`src/rtl/timeout_timer.sv`:
```
// Prescaled saturating tick counter used to bound POLL and DELAY.
module timeout_timer #(
    parameter int unsigned TIMEOUT_DIV = 0,
    parameter int unsigned DATA_WIDTH  = 16
) (
    input  logic                  clk,
    input  logic                  rstN,
    input  logic                  clear,
    input  logic                  enable,
    output logic [DATA_WIDTH-1:0] ticks
);

    localparam int unsigned PreW = (TIMEOUT_DIV > 0) ? $clog2(TIMEOUT_DIV + 1) : 1;

    logic [PreW-1:0] prescale;
    logic            tickPulse;

    assign tickPulse = (prescale == PreW'(TIMEOUT_DIV));

    always_ff @(posedge clk or negedge rstN) begin
        if (!rstN) begin
            prescale <= '0;
            ticks    <= '0;
        end else if (clear) begin
            prescale <= '0;
            ticks    <= '0;
        end else if (enable) begin
            if (tickPulse) begin
                prescale <= '0;
                if (ticks != '1) begin
                    ticks <= ticks + DATA_WIDTH'(1);
                end
            end else begin
                prescale <= prescale + PreW'(1);
            end
        end
    end

endmodule

```
`config.mk`:
```
export PLATFORM = sky130hd
export DESIGN_NAME = timeout_timer
export DESIGN_NICKNAME = d
export VERILOG_FILES = /design/src/rtl/timeout_timer.sv
export SDC_FILE = /design/constraint.sdc
export NUM_CORES = 1
export LEC_CHECK = 0
export CORE_ASPECT_RATIO = 1.1
export CORE_MARGIN = 4
export CORE_UTILIZATION = 52
export CTS_CLUSTER_DIAMETER = 60
export DETAILED_ROUTE_END_ITERATION = 16
export GPL_TIMING_DRIVEN = 0
export PLACE_DENSITY_LB_ADDON = 0.3
export RECOVER_POWER = 100
export SYNTH_ARGS = -nofsm -noshare
export SYNTH_HDL_FRONTEND = slang
export SYNTH_SLANG_ARGS = --single-unit
```
`constraint.sdc`:
```
create_clock -name clk -period 4.5 [get_ports clk]
set_clock_uncertainty 0.15 [all_clocks]
set_input_delay 1.125 -clock clk [delete_from_list [all_inputs] [get_ports clk]]
set_output_delay 1.125 -clock clk [all_outputs]
set_load 0.02 [all_outputs]
```
==> summary.md <==
| Metric | Value |
|---|---|
| Synth Register Bits | `16` |
| ANT nets after route | `0` |
| Post-Synthesis Cell Area | `900.9 µm²` |
| Slowest-stage cell, CP | `dlygate4sd3_1` |
| Yosys warning count | `0` |
| Die X-Extent | `between 40 and 50 µm` |
| Initial Util | `0.5647` |
| Tot Pwr | `244.2 µW` |
| Worst slew pin tran | `0.9296 ns` |
| Residual DRC | `0` |
| CTS tree | `yes` |
| Cts hold-fix bufs | `0` |
| Detailed Route WL | `2.108 mm` |
| Clock sinks | `16` |
| Initial drt markers | `24` |
| Clk_lat worst skew | `0.30 ns` |
| P per Cell Area | `approximately 220 nW/µm²` |
| Top cells by area, synth | `dfrtp_1 (44%), a21oi_1 (5.6%), or4_1 (5.0%)` |
| Seq/Total Area, Yosys | `0.4444` |
| # H-tree levels | `1` |
| Max reg flops | `16` |
| Final setup TNS | `0 ns` |
| Post-CTS Setup Inserts | `0` |
| Final Slew Violations | `0` |
| Deepest clock path buffer count | `2` |
| Routed vias | `between 800 and 900` |
| Reg clk slew, reported paths | `0.09 ns` |
| Share of cells above drive strength 1 | `0.06838` |
| Status | `complete, no violations` |
| Slowest stage delay, CP | `0.64 ns` |
| Pin count of the biggest net entering global routing | `17` |
| Endpoint class of the critical path | `register` |
| Cell family with most CP delay | `simple AND/OR/NAND/NOR gates` |
| Std-Cell Core Area | `1595 µm²` |
| Total of max-cap violations | `0` |
| Vias in the first global route | `868` |
| Clock root buffer | `clkbuf_4` |
| Antenna Cells | `0` |
| Critical Path RT | `4.54 ns` |
| Rows | `15` |
| Number of port buffers | `18` |
| Post-CTS resize count | `0` |
| Worst path bufs/invs | `1` |
| CP startpoint kind | `input pin` |
| HPWL after detailed placement | `1.484 mm` |
| Fin util | `0.7051` |
| WHS | `~0.43 ns` |
| Initial antenna violation count | `0` |
| Final Hold Vio Count | `0` |
| # setup viols final | `0` |
| Die Span Y | `between 50 and 60 µm` |
| Biggest regs | `ticks: 16 flops` |
| Crit Path Max Fanout | `9` |
| Top reg by flops | `ticks` |
| Relative slew slack | `0.3745` |
| Netlist cell types | `28` |
| Synth top area share | `0.4444` |
| DR vias/cell | `6.485` |
| Critical Path AT | `2.91 ns` |
| Final net count | `~120` |
| First drt pass iteration count | `4` |
| Detailed-route wire length per cell | `between 15 and 20 µm` |
| Final worst path period share | `0.6365` |
| Fmax | `0.3491 GHz` |
| Post-Syn Nets | `101` |
| RSZ-0062 raised after global routing | `false` |
| P_leak | `0.4708 nW` |
| CTS buffer count | `3` |
| Global-route wire length before repair | `about 3.6 mm` |
| Most frequent cells in the layout | `dlygate4sd3_1 (18), dfrtp_1 (16), a21oi_1 (10)` |
| Crit-path cells | `dlygate4sd3_1, and3_1, nand2_1, nor4b_1, mux2_2` |
| Critical path type | `input pin to register` |
| Final worst path period need | `2.864 ns` |
| Maximum vdd ir drop | `0.1915 mV` |
| Syn_area_per_cell | `9.384 µm²` |
| Commonest non-fill, non-tap cell in the layout | `dlygate4sd3_1` |
| Grt total ovfl | `0` |
| Synth area leader | `dfrtp_1` |
| Area Overhead vs Synth | `24.86%` |
| IO Pins | `20` |
| Die area | `2463 µm²` |
| Worst Hold Class | `register to register` |
| GRT Overall Usage | `0.2020` |
| Final RePlAce weighted congestion | `between 0.8 and 0.9` |
| Post-Syn Instances | `96` |
## layer usage
metal  vias to the layer above  share of wire  routed length, µm  global-route usage
met1                       419           0.44                938              0.2629
met5                         -              0                  0                   0
met4                         0          0.020                 43             0.09417
met2                        25           0.49               1032              0.3106
li1                        418              -                  -                   -
met3                         7          0.044                 93             0.04152
## power breakdown
| group | switching [mW] | internal, mW | total [mW] |
|---|---|---|---|
| registers | 0.00205 | 0.145 | 0.147 |
| clock network | 0.0464 | 0.0312 | 0.0777 |
| logic | 0.0118 | 0.00727 | 0.0191 |
## logic make-up after synthesis
kind of cell,after synthesis,synth area share
AND/OR/NAND/NOR,51,0.3389
adder cells (fa/ha/maj),1,0.01389
AO/OA/AOI/OAI,20,0.1389
multiplexers,4,0.04722
flip-flops,16,0.4444
buffers and inverters,4,0.01666
## cell usage after synthesis, drive strengths merged
cell,instances
nand2,5
ha,1
nor3b,1
nor3,5
o31ai,4
nor4,4
nor2b,3
o21ai,2
a21oi,10
clkbuf,1
and3,3
mux2,2
mux2i,2
or3,2
nor2,8
nor4b,1
inv,2
o41ai,3
a41oi,1
nand3,7
dfrtp,16
or4,6
buf,1
nand4,3
nand2b,2
or2,1
## worst reg2reg max path, delay by kind of cell, from the launching register on
family                   cells  cell delay [ns]
AO/OA/AOI/OAI                1             0.06
adder cells (fa/ha/maj)      1             0.32
buffers and inverters        1             0.11
flip-flops                   1             0.41
AND/OR/NAND/NOR              2             1.04
## layout make-up
class                      instances  area, µm²
buffer                             2      7.507
timing repair buffer              18      180.2
fill                             126      470.5
inverter                           2      7.507
multi-input combinational         76      485.5
sequential                        16      400.4
tap                               17      21.27
clock buffer                       3      22.52
## per-stage QoR
step	setup WS (ns)	instances	area (µm²)
detailed placement	1.366	131	1102
floorplan	2.142	96	900.9
finish	1.636	134	1125
global route	1.444	134	1125
global placement	1.385	131	1102
CTS	1.688	134	1125
## final timing paths
check | end | cells after the start | startpoint | slack, ns
max | ticks[9]$_DFFE_PN0P_ | 5 | enable | 1.64
min | ticks[15]$_DFFE_PN0P_ | 2 | ticks[15]$_DFFE_PN0P_ | 0.43
max reg2reg | ticks[6]$_DFFE_PN0P_ | 5 | ticks[0]$_DFFE_PN0P_ | 2.28
min reg2reg | ticks[15]$_DFFE_PN0P_ | 2 | ticks[15]$_DFFE_PN0P_ | 0.43
max in group asynchronous | ticks[15]$_DFFE_PN0P_ | 1 | rstN | 2.58
min in group asynchronous | ticks[5]$_DFFE_PN0P_ | 1 | rstN | 1.16
Power figures use the tool's default switching activity.
